<file path="src/rtl/arith_pkg.sv">
// Shared encodings and the B-operand select used by the digit-serial arithmetic unit.
package arith_pkg;

    localparam logic [1:0] OP_ADD  = 2'b00;
    localparam logic [1:0] OP_ADDC = 2'b01;
    localparam logic [1:0] OP_XFER = 2'b10;
    localparam logic [1:0] OP_DEC  = 2'b11;

    typedef enum logic [1:0] {
        IDLE = 2'b00,
        RUN  = 2'b01,
        DONE = 2'b10
    } state_e;

    // Per-bit B-operand select; applied across the operand width at accept.
    function automatic logic bmux_bit(input logic [1:0] op, input logic b);
        logic r;
        unique case (op)
            OP_ADD:  r = b;
            OP_ADDC: r = ~b;
            OP_XFER: r = 1'b0;
            default: r = 1'b1;
        endcase
        return r;
    endfunction

endpackage

</file>
<file path="src/rtl/arith_slice.sv">
// Combinational SLICE-bit adder slice; also reports the carry into its MSB for overflow.
module arith_slice #(
    parameter int unsigned SLICE = 4
) (
    input  logic [SLICE-1:0] a_i,
    input  logic [SLICE-1:0] b_i,
    input  logic             cin_i,
    output logic [SLICE-1:0] sum_o,
    output logic             cout_o,
    output logic             cmsb_o
);

    logic [SLICE:0] full;

    assign full   = {1'b0, a_i} + {1'b0, b_i} + {{SLICE{1'b0}}, cin_i};
    assign sum_o  = full[SLICE-1:0];
    assign cout_o = full[SLICE];
    // Sum bit = a ^ b ^ carry-in, so the carry into the MSB falls out of the XOR.
    assign cmsb_o = a_i[SLICE-1] ^ b_i[SLICE-1] ^ full[SLICE-1];

endmodule

</file>
<file path="src/rtl/digit_serial_arith_unit.sv">
// Digit-serial add/subtract/transfer/decrement unit: SLICE bits per cycle through a
// registered carry, with valid/ready handshakes and an accumulate path from f.
module digit_serial_arith_unit
    import arith_pkg::*;
#(
    parameter int unsigned WIDTH = 16,
    parameter int unsigned SLICE = 4
) (
    input  logic             clk,
    input  logic             rst,
    input  logic             in_valid,
    output logic             in_ready,
    input  logic [WIDTH-1:0] a,
    input  logic [WIDTH-1:0] b,
    input  logic             s1,
    input  logic             s0,
    input  logic             cin,
    input  logic             acc_sel,
    output logic             out_valid,
    input  logic             out_ready,
    output logic [WIDTH-1:0] f,
    output logic             cout,
    output logic             ovf,
    output logic             busy
);

    localparam int unsigned N  = WIDTH / SLICE;
    localparam int unsigned CW = (N > 1) ? $clog2(N) : 1;

    state_e            state_q;
    logic [WIDTH-1:0]  a_q, b_q, res_q, f_q;
    logic              carry_q, cout_q, ovf_q;
    logic [CW-1:0]     cnt_q;

    logic [WIDTH-1:0]  a_op, b_op, res_d;
    logic [SLICE-1:0]  sum;
    logic              slice_cout, slice_cmsb;

    always_comb begin
        a_op = acc_sel ? f_q : a;
        b_op = '0;
        for (int i = 0; i < int'(WIDTH); i++) begin
            b_op[i] = bmux_bit({s1, s0}, b[i]);
        end
    end

    arith_slice #(
        .SLICE (SLICE)
    ) u_slice (
        .a_i    (a_q[SLICE-1:0]),
        .b_i    (b_q[SLICE-1:0]),
        .cin_i  (carry_q),
        .sum_o  (sum),
        .cout_o (slice_cout),
        .cmsb_o (slice_cmsb)
    );

    // New slice enters at the top; after N cycles the first slice has reached bit 0.
    logic [WIDTH+SLICE-1:0] res_cat;
    assign res_cat = {sum, res_q};
    assign res_d   = res_cat[WIDTH+SLICE-1:SLICE];

    always_ff @(posedge clk or posedge rst) begin
        if (rst) begin
            state_q <= IDLE;
            a_q     <= '0;
            b_q     <= '0;
            res_q   <= '0;
            f_q     <= '0;
            carry_q <= 1'b0;
            cout_q  <= 1'b0;
            ovf_q   <= 1'b0;
            cnt_q   <= '0;
        end else begin
            unique case (state_q)
                IDLE: begin
                    if (in_valid) begin
                        a_q     <= a_op;
                        b_q     <= b_op;
                        carry_q <= cin;
                        cnt_q   <= '0;
                        state_q <= RUN;
                    end
                end
                RUN: begin
                    a_q     <= a_q >> SLICE;
                    b_q     <= b_q >> SLICE;
                    res_q   <= res_d;
                    carry_q <= slice_cout;
                    if (cnt_q == CW'(N - 1)) begin
                        f_q     <= res_d;
                        cout_q  <= slice_cout;
                        ovf_q   <= slice_cmsb ^ slice_cout;
                        state_q <= DONE;
                    end else begin
                        cnt_q <= cnt_q + CW'(1);
                    end
                end
                DONE: begin
                    if (out_ready) begin
                        state_q <= IDLE;
                    end
                end
                default: state_q <= IDLE;
            endcase
        end
    end

    assign in_ready  = (state_q == IDLE);
    assign out_valid = (state_q == DONE);
    assign busy      = (state_q == RUN) || (state_q == DONE);
    assign f         = f_q;
    assign cout      = cout_q;
    assign ovf       = ovf_q;

endmodule

</file>
<file path="config.mk">
export PLATFORM = sky130hd
export DESIGN_NAME = digit_serial_arith_unit
export DESIGN_NICKNAME = d
export VERILOG_FILES = /design/src/rtl/arith_pkg.sv /design/src/rtl/arith_slice.sv /design/src/rtl/digit_serial_arith_unit.sv
export SDC_FILE = /design/constraint.sdc
export NUM_CORES = 1
export LEC_CHECK = 0
export BUFFER_PORTS_ARGS = -buffer_cell sky130_fd_sc_hd__buf_2
export CAP_MARGIN = 20
export CORE_UTILIZATION = 30
export DETAILED_ROUTE_END_ITERATION = 10
export GPL_TIMING_DRIVEN = 0
export PLACE_DENSITY = 0.49
export SYNTH_ARGS = -nofsm -noshare
export SYNTH_HDL_FRONTEND = slang
export SYNTH_SLANG_ARGS = --single-unit
</file>
<file path="constraint.sdc">
create_clock -name clk -period 3.8 [get_ports clk]
set_input_delay 0.38 -clock clk [delete_from_list [all_inputs] [get_ports clk]]
set_output_delay 0.38 -clock clk [all_outputs]
set_load 0.005 [all_outputs]
</file>
## Word-level counts from Yosys, hierarchy flattened

Cells that the tools add are included.

- Add/sub/neg operators: 3
- Equality and inequality tests: 9
- Muxes and demuxes: 30
- Bitwise logic cells: 19
- Reduce and logical (&&, ||, !) cells: 8

Operators by type and width:

| operator | number |
|---|---|
| one-hot mux 16 bit (2 select lines) | 2 |
| 2-to-1 mux 16 bit | 3 |
| one-hot mux 1 bit (3 select lines) | 16 |
| NOT 1 bit | 16 |
| 2-to-1 mux 2 bit | 5 |
| equality test 2 bit, second input constant | 3 |
| inequality test 2 bit, second input constant | 3 |
| one-hot mux 2 bit (3 select lines) | 1 |
| AND reduction 3 bit | 2 |
| adder 4 x 4 -> 5 bit | 1 |
| adder 5 x 1 -> 5 bit | 1 |
| equality test 2 x 1 -> 1 bit, second input constant | 2 |
| logical NOT 2 bit | 2 |
| one-hot mux 2 bit (2 select lines) | 1 |
| AND reduction 2 bit | 2 |
| XOR 1 bit | 3 |
| adder 2 x 1 -> 2 bit, second input constant | 1 |
| inequality test 2 x 1 -> 1 bit, second input constant | 1 |
| one-hot mux 1 bit (2 select lines) | 1 |
| nonzero test 2 bit | 1 |
| logical OR 1 bit | 1 |
| 2-to-1 mux 1 bit | 1 |

- Register bits: 71
- Input bits: 40

## Depth between registers and ports, before layout

Gate-level depths: netlist of run 1.

- Depth in word-level cells: 4
- Gate-level depth with buffers: 8

## By module

From an unflattened synthesis of run 1, not the netlist that was laid out.

- Cell total of the unflattened synthesis: 292
- Area total of the unflattened synthesis: 3447.1 sq um

Modules (own cells, without submodules):

| module | instances | cells each | area each (sq um) | sequential area each (sq um) |
|---|---|---|---|---|
| digit_serial_arith_unit | 1 | 275 | 3305.7 | 1676.6 |
| arith_slice | 1 | 17 | 141.4 | 0.0 |

## Worst setup path after synthesis of run 1

Ideal clock, no wire load.

- Kind: register to register
- Start point: register a_q[0]
- End point: register carry_q
- Arrival time: 1747 ps
- Data required time: 3677 ps
- Setup slack: 1931 ps
- Stages on the path, launching flop included: 8
- Clock period less this slack: 1869 ps
- Path through: dfrtp_1 > fa_1 > inv_1 > fa_1 > nand2b_1 > a21oi_1 > mux2_2 > o221a_2

- Word-level cells in the longest chain between the ends: 3

RTL lines:

| what | line | RTL |
|---|---|---|
| start, declared | digit_serial_arith_unit.sv:31 | `logic [WIDTH-1:0] a_q, b_q, res_q, f_q;` |
| start signal, assigned | digit_serial_arith_unit.sv:78 | `a_q <= a_op;` |
| start signal, assigned | digit_serial_arith_unit.sv:86 | `a_q <= a_q >> SLICE;` |
| adder 4 x 4 -> 5 bit | arith_slice.sv:15 | `assign full = {1'b0, a_i} + {1'b0, b_i} + {{SLICE{1'b0}}, cin_i};` |
| adder 5 x 1 -> 5 bit | arith_slice.sv:15 |  |
| one-hot mux 1 bit (2 select lines) | digit_serial_arith_unit.sv:75 | `unique case (state_q)` |
| end signal, assigned | digit_serial_arith_unit.sv:80 | `carry_q <= cin;` |
| end signal, assigned | digit_serial_arith_unit.sv:89 | `carry_q <= slice_cout;` |
| end, declared | digit_serial_arith_unit.sv:32 | `logic carry_q, cout_q, ovf_q;` |

Every way passes these cells.
A chain may end at the register's enable or synchronous reset.

## Final worst setup path of run 1

- Start point: register b_q[0]
- End point: register carry_q

- Word-level cells in the longest chain between the ends: 3

RTL lines:

| what | line | RTL |
|---|---|---|
| start, declared | digit_serial_arith_unit.sv:31 |  |
| start signal, assigned | digit_serial_arith_unit.sv:79 | `b_q <= b_op;` |
| start signal, assigned | digit_serial_arith_unit.sv:87 | `b_q <= b_q >> SLICE;` |
| adder 4 x 4 -> 5 bit | arith_slice.sv:15 |  |
| adder 5 x 1 -> 5 bit | arith_slice.sv:15 |  |
| one-hot mux 1 bit (2 select lines) | digit_serial_arith_unit.sv:75 |  |

Every way passes these cells.

==> impl_metrics.toml, run 1 <==
[run_status]
outcome = "complete, but fails checks"
violations = "design-rule violations"

[logic_synthesis]
yosys.area.top_type = "dfrtp_1"
synth_area_leaders = "dfrtp_1, mux2_2, mux2i_1"
syn_nets = 390
synth-edff-count = 0
synth.distinct_cells = 28
syn_inst = 340
synth-async-reset-ratio_pct = 100
synth.avg_cell_area_um2 = 10.5
synth_seq_cells = 67
syn-cell-area_um2 = 3570
yosysWarnings = 0
ys_seq_area_share_pct = 47.0
synth.top_cell.area_share_pct = 47.0
synthFlopType = "dfrtp_1"

[sta]
worstMarginPinSlew_ns = 0.518
relSlewSlack_pct = 65.5
grt_setup_unrepaired = "false"
finalSetupTns_ns = 0
whs_ns = 0.114
fin_skew_ns = 0.00486
period_share_pct = 54.2
clock.fmax_mhz = 486
finalMaxSlewViolations = 0
fin_crit_ns = 2.06
final-hold-violation-count = 0
setup_viol = 0

[worst_setup_path]
end_kind = "register"
start_kind = "register"
timing.rr.end = "carry_q"
critPathRequiredTime_ns = 4.07
cp_max_fo = 4
reg2reg_slack_ns = 1.74
regToRegStartpoint = "b_q[0]"
crit_chain = "fa_1, inv_1, fa_1, nand2b_1, a21oi_1, mux2_2, o221a_2"
worst-setup-path-type = "reg -> reg"
worst_path_most_repeated_cell = "fa_1"
crit_slowest_cell = "dfrtp_1"
critPathMaxStageDelay_ns = 0.41
r2r_cells = 7
worstPathArrival_ns = 2.33

[route]
vias = 2714
top_layer = "met4"
wirelength_um = 8360
drtIter0Drc = 127
wl_met2_um = 3920
wire_per_inst_um = 15.0
viasPerCell = 4.87
wl_met1_um = 4020
antenna_left = 0
drt_pre_antenna_iters = 7
wl_met3_um = 332
drc_errors = 8

[clocking]
cts_tree = "yes"
cts_setup_buffers = 0
ctsHoldBuffers = 0
clkTransAtPathRegs_ns = 0.06
clockBufferDepth = 2
clockRootBuffer = "clkbuf_16"
htree_levels = 3
cts_inserted_buffers = 9
ctsResizeCount = 0
cts_sinks = 67
clock_latency_ns = 0.33

[die]
ios = 61
die_y_um = 111
start_util_pct = 31.0
die_width_um = 111
die_area_um2 = 12300
core_area_um2 = 11500
rows = 39

[placed_design]
numPortBuffers = 57
place_congestion = 0.730
hpwl_um = 6080

[global_route]
grt_overflow = 0
grt_max_degree = 68
antenna_found_initial = 0
grt_usage_pct = 14.7
grt_pass1_vias = 2765
grt_pass1_wl_um = 14200

[cells_and_area]
final_cell_mix = "buf_2, dfrtp_1, mux2_2"
antenna_cells = 0
nNetsFinal = 459
syn2layout_area_growth_pct = 23.2
drive_above_1_share_pct = 31.6
final_common_cell = "buf_2"

[power_and_ir_drop]
p_leak_nw = 2.01
p_per_area_nw_per_um2 = 871
ir_drop_mv = 0.241

[run]
cap_viol_max_count = 0

[hold_path]
hp-class = "in -> async"
==> synthesized netlist by cell type (4+ instances only) <==
master / n
o21ai_0: 21
nand2b_1: 18
inv_1: 8
o31ai_1: 4
xnor2_1: 17
ha_1: 8
nor2b_1: 4
dfrtp_1: 67
o22ai_1: 25
a22o_1: 4
a21oi_1: 29
buf_2: 13
nor2_1: 16
buf_4: 4
mux2_2: 36
mux2i_1: 17
nand2_1: 29
clkbuf_1: 7
==> through the flow <==
stage | std cells | utilization [%] | instance area (um2) | setup WS [ns] | power (W)
after floorplan | 340 | - | 3570 | 1.74 | 0.00243
after global placement | 540 | 35.0 | 4030 | 0.686 | 0.00289
after detailed placement | 541 | 35.3 | 4060 | 1.73 | 0.00293
after CTS | 557 | 38.2 | 4400 | 1.71 | 0.00387
after global routing | 557 | 38.2 | 4400 | 1.54 | 0.00415
final | 557 | 38.2 | 4400 | 1.74 | 0.00383
==> critical path, delay by kind of cell, from the launching register on <==
| kind | cells | cell delay [ns] |
|---|---|---|
| compound gates | 2 | 0.52 |
| fa+ha+maj | 2 | 0.61 |
| buf+inv | 1 | 0.05 |
| flops | 1 | 0.41 |
| mux | 1 | 0.24 |
| simple gates | 1 | 0.16 |
==> power by group <==
group,internal [W],leakage [nW],switching [W]
Sequential,0.00105,0.825,0.000253
Combinational,0.000768,1.02,0.000826
Clock,0.000599,0.164,0.000331
Total,0.00242,2.01,0.00141
==> cell families (layout without fill, tap and decap cells) <==
logic type | Yosys count | in the layout | synth area share, %
AND/OR/NAND/NOR | 72 | 72 | 9.44
multiplexers | 54 | 54 | 16.8
adder cells (fa/ha/maj) | 10 | 10 | 3.93
buffers and inverters | 32 | 106 | 4.24
AO/OA/AOI/OAI | 86 | 86 | 14.0
flip-flops | 67 | 67 | 47.0
XOR/XNOR | 19 | 19 | 4.67
==> layer usage <==
metal	GRT usage, %	up-vias
met5	0	-
met3	3.66	6
met1	19.4	1318
li1	-	1340
met2	23.9	50
met4	4.32	0
==> worst max-delay path by stage <==
stage          cells past startpoint  slack, ns  startpoint      end
6_report                           7       1.74      b_q[0]  carry_q
5_1_grt                            7       1.54      b_q[0]  carry_q
4_1_cts                            7       1.71      b_q[0]  carry_q
3_5_place_dp                       7       1.73      b_q[0]  carry_q
3_3_place_gp                       2       0.69         rst     f[3]
2_1_floorplan                      1       1.74         rst   a_q[0]
==> state kept, by name, indices dropped and copies added, names as in the netlist <==
signal and cells:
a_q 16, b_q 16, carry_q 1, cnt_q 2
cout 1, f 16, ovf 1, res_q 12
state_q 2
==> final cells by class <==
class | instances | area, um2
fillers | 1182 | 7120
multi-input cells | 241 | 1740
flip-flops and latches | 67 | 1680
repair buffers | 58 | 313
clock buffers | 10 | 239
well taps | 143 | 179
plain buffers | 24 | 121
clock inverters | 6 | 95.1
inverters | 8 | 32.5
(Power assumes the default switching activity.)
==> run 2, diff against run 1 <==
==> constraint.sdc (replaced) <==
create_clock -name clk -period 2.1 [get_ports clk]
set_input_delay 0.21 -clock clk [delete_from_list [all_inputs] [get_ports clk]]
set_output_delay 0.21 -clock clk [all_outputs]
set_load 0.005 [all_outputs]
==> run 2 against run 1 <==
Net effect: clock power increased by 80%; the run still ends with design-rule violations left; highest routed layer unchanged; critical path depth fell by 1; clock skew is essentially flat; sequential power grew 82%; sequential cell count unchanged; maximum frequency rose by 4.6%; combinational power is 84% higher.
==> impl_metrics.toml, run 2 (same netlist as run 1, synthesis figures left out) <==
[run_status]
outcome = "complete, but fails checks"
violations = "design-rule violations"

[placed_design]
place_ws_ns = 0.0302
numPortBuffers = 57
hpwl_um = 6080
place_congestion = 0.730

[sta]
relSlewSlack_pct = 64.7
finalSetupTns_ns = 0
setup_ws_ns = 0.130
clock.fmax_mhz = 508
period_share_pct = 93.8
worstMarginPinSlew_ns = 0.529
fin_skew_ns = 0.00443
setup_viol = 0
final-hold-violation-count = 0
grt_setup_unrepaired = "false"
whs_ns = 0.211
fin_crit_ns = 1.97
finalMaxSlewViolations = 0

[worst_setup_path]
regToRegStartpoint = "state_q[1]"
crit_start = "state_q[1]"
cp_num_buf_inv = 1
crit_slowest_cell = "mux2i_4"
critPathMaxStageDelay_ns = 0.48
start_kind = "register"
cp_max_fo = 10
crit_chain = "inv_1, ha_1, mux2i_4, nor2_2, or3_1, nor2_1"
worst-setup-path-type = "reg -> reg"
end_kind = "register"
critPathRequiredTime_ns = 2.36
worstPathArrival_ns = 2.23
path_delay_family = "simple AND/OR/NAND/NOR gates"

[clocking]
cts_inserted_buffers = 9
cts_tree = "yes"
clockBufferDepth = 2
clockRootBuffer = "clkbuf_16"
clock_latency_ns = 0.33
clkTransAtPathRegs_ns = 0.06
htree_levels = 3
cts_setup_buffers = 0
cts_sinks = 67

[cells_and_area]
final_common_cell = "buf_2"
nNetsFinal = 460
final_cell_mix = "buf_2, dfrtp_1, mux2_2"
drive_above_1_share_pct = 32.8
syn2layout_area_growth_pct = 23.8
utilization_pct = 38.3
antenna_cells = 0

[route]
drc_errors = 8
antenna_left = 0
wirelength_um = 8400
drt_pre_antenna_iters = 7
drtIter0Drc = 140
wire_per_inst_um = 15.0
vias = 2709
viasPerCell = 4.85

[global_route]
grtUsageMet1_pct = 19.4
grt_overflow = 0
use_met2_pct = 23.9
grtUsageMet3_pct = 3.66
grt_pass1_wl_um = 14200
grt_max_degree = 68
antenna_found_initial = 0
grt_pass1_vias = 2765
grt.busiest_layer = "met2"
grt_usage_pct = 14.7

[power_and_ir_drop]
share_seq_of_total_power_pct = 33.9
power_frac_comb_pct = 42.0
p_switching_w = 0.00256
power.share.clock_pct = 24.1
p_per_area_nw_per_um2 = 1580
p_leak_nw = 2.02
p_sw_share_pct = 36.8
internal-power_w = 0.00439
ir_drop_mv = 0.440

[hold_path]
hp-class = "in -> reg"
hp-start = "a[12]"

[die]
ios = 61
die_area_um2 = 12300
rows = 39
die_width_um = 111
die_y_um = 111
start_util_pct = 31.0
core_area_um2 = 11500

[run]
cap_viol_max_count = 0
==> run 2: stage by stage <==
stage	area, um2	std cells	power [W]
floorplan	3570	340	0.00440
global placement	4030	540	0.00523
detailed placement	4060	541	0.00530
CTS	4410	558	0.00701
global route	4420	558	0.00754
finish	4420	558	0.00696
==> run 2: final timing paths <==
kind | slack, ns | cells past startpoint | endpoint
setup / recovery | 0.13 | 6 | cnt_q[0]
hold / removal | 0.21 | 3 | a_q[12]
setup reg to reg | 0.13 | 6 | cnt_q[0]
hold reg to reg | 0.48 | 2 | a_q[4]
max in group asynchronous | 1.31 | 4 | b_q[11]
min in group asynchronous | 0.50 | 4 | a_q[4]
==> run 2: timing repair <==
action | in CTS | in global routing
hold buffers | 1 | 0
endpoints found under the hold margin | 67 | 0
setup endpoints to repair | 0 | 18
gates resized for setup | 0 | 8
==> run 2: per-layer routing <==
layer  vias to the layer above  wire (um)  part of all wire, %
met2                        45       3930                   47
met5                         -          0                    0
met4                         0         59                 0.70
li1                       1334          -                    -
met3                         4        298                  3.5
met1                      1326       4110                   49
==> run 2: power groups by stage <==
stage	registers (W)	logic [W]	clock network, W
finish	0.00236	0.00292	0.00167
CTS	0.00236	0.00293	0.00172
global route	0.00245	0.00330	0.00178
detailed placement	0.00238	0.00292	0
floorplan	0.00224	0.00216	0
global placement	0.00236	0.00286	0
==> run 2: worst min-delay path, stage by stage <==
cell and delay, ns:
buf_2 0.09, mux2i_1 0.12, o31ai_1 0.07
==> run 2: layout make-up <==
class                      count  area, um2
fill                        1175       7100
multi-input combinational    241       1750
sequential                    67       1680
timing repair buffer          59        323
clock buffer                  10        239
tap                          143        179
buffer                        24        125
clock inverter                 6       95.1
inverter                       8       32.5
==> run 3, diff against run 2 <==
==> constraint.sdc (replaced) <==
create_clock -name clk -period 2.1 [get_ports clk]
set_input_delay 0.21 -clock clk [delete_from_list [all_inputs] [get_ports clk]]
set_output_delay 0.21 -clock clk [all_outputs]
set_load 0.1 [all_outputs]
==> run 3 against run 2 <==
Net effect: the flow still finishes with violations (design-rule violations); sequential power about the same; clock power down 5%; non-clock buffer count down 2; highest routed layer unchanged.
==> impl_metrics.toml, run 3 (same netlist as run 1, synthesis figures left out) <==
[run_status]
outcome = "complete, but fails checks"
violations = "design-rule violations"

[route]
wl_met2_um = 4080
viasPerCell = 4.91
top_layer = "met4"
drt_pre_antenna_iters = 7
wl_met3_um = 325
wire_per_inst_um = 15.2
vias = 2723
drc_errors = 6
wirelength_um = 8460
wl_met1_um = 3950
drtIter0Drc = 99
antenna_left = 0

[die]
ios = 61
die_y_um = 111
die_width_um = 111
rows = 39
start_util_pct = 31.0
core_area_um2 = 11500
die_area_um2 = 12300

[global_route]
grt_pass1_wl_um = 14300
antenna_found_initial = 0
grt_max_degree = 68
grt_pass1_vias = 2797
grt_usage_pct = 14.9
grt_overflow = 0

[clocking]
cts_setup_buffers = 0
ctsHoldBuffers = 0
cts_tree = "yes"
cts_sinks = 67
clockBufferDepth = 2
clockRootBuffer = "clkbuf_16"
clock_latency_ns = 0.33
htree_levels = 3
ctsResizeCount = 0
cts_inserted_buffers = 9
clkTransAtPathRegs_ns = 0.05

[sta]
clock.fmax_mhz = 515
fin_crit_ns = 1.94
setup_viol = 0
period_share_pct = 92.4
fin_skew_ns = 0.00411
finalMaxSlewViolations = 0
worstMarginPinSlew_ns = 0.857
final-hold-violation-count = 0
grt_setup_unrepaired = "false"
relSlewSlack_pct = 42.9

[worst_setup_path]
start_kind = "register"
reg2reg_slack_ns = 0.16
r2r_cells = 7
regToRegStartpoint = "a_q[0]"
end_kind = "register"
worstPathArrival_ns = 2.16
worst-setup-path-type = "reg -> reg"
critPathRequiredTime_ns = 2.32
timing.rr.end = "carry_q"
cp_max_fo = 4

[cells_and_area]
final_common_cell = "buf_2"
syn2layout_area_growth_pct = 22.1
fillers = 1169
layout.cells.non_filler = 555
final_cell_mix = "buf_2, dfrtp_1, mux2_2"
antenna_cells = 0
nNetsFinal = 458
drive_above_1_share_pct = 32.3
utilization_pct = 37.8

[run]
cap_viol_max_count = 0

[power_and_ir_drop]
p_per_area_nw_per_um2 = 1890
ir_drop_mv = 0.897
p_leak_nw = 1.99

[placed_design]
dp.cells = 540
place_congestion = 0.728
numPortBuffers = 57
hpwl_um = 6110

[hold_path]
hp-class = "in -> async"
run 3: cell count changes in the layout (fill, tap and decap cells not counted), sizes merged:
cell / previous run / this run
inv: 10 / 8
clkbuf: 17 / 18
buf: 75 / 73
dlygate4sd3: 1 / 0
clkinv: 2 / 3
run 3: layout make-up:
cell class                 instances  area, um2  area share (%)
timing repair buffer              57        285            6.55
multi-input combinational        241       1750            40.1
tap                              143        179            4.11
clock inverter                     5       78.8            1.81
buffer                            24        126            2.90
sequential                        67       1680            38.5
inverter                           8       32.5           0.747
clock buffer                      10        229            5.26
run 3: worst max-delay path by stage:
stage	startpoint	to	depth (start not counted)
after floorplan	state_q[0]	cnt_q[0]	6
after global placement	rst	res_q[7]	2
after detailed placement	b_q[0]	carry_q	7
after CTS	a_q[0]	carry_q	7
after global routing	state_q[0]	a_q[11]	5
final	a_q[0]	carry_q	7
run 3: per-layer routing:
metal	GRT usage, %	vias up
met5	0	-
met4	4.86	0
met3	3.77	8
met2	24.7	58
met1	19.1	1326
li1	-	1331
run 3: power by group:
| part | internal [W] | switching (W) | total (W) |
|---|---|---|---|
| Clock | 0.00103 | 0.000556 | 0.00159 |
| Sequential | 0.00190 | 0.000465 | 0.00237 |
| Combinational | 0.00141 | 0.00286 | 0.00427 |
| Total | 0.00434 | 0.00388 | 0.00823 |
run 3: critical path, cell delays in order, from the launching register on:
cell,delay (ns)
dfrtp_1,0.42
fa_2,0.40
inv_1,0.07
fa_1,0.20
nand2b_1,0.13
a21oi_2,0.09
mux2_2,0.27
o221a_2,0.24
run 3: per-stage QoR:
step / total power, W / hold slack, ns / setup TNS, ns / cell area, um2 / setup WS, ns
2_1_floorplan: 0.00577 / 0.434 / 0 / 3570 / 0.0200
3_3_place_gp: 0.00658 / 0.463 / -55.00 / 4030 / -0.827
3_5_place_dp: 0.00665 / 0.461 / 0 / 4040 / 0.0505
4_1_cts: 0.00826 / 0.112 / 0 / 4340 / 0.0295
5_1_grt: 0.00881 / 0.145 / 0 / 4360 / 0.0190
6_report: 0.00823 / 0.0593 / 0 / 4360 / 0.160
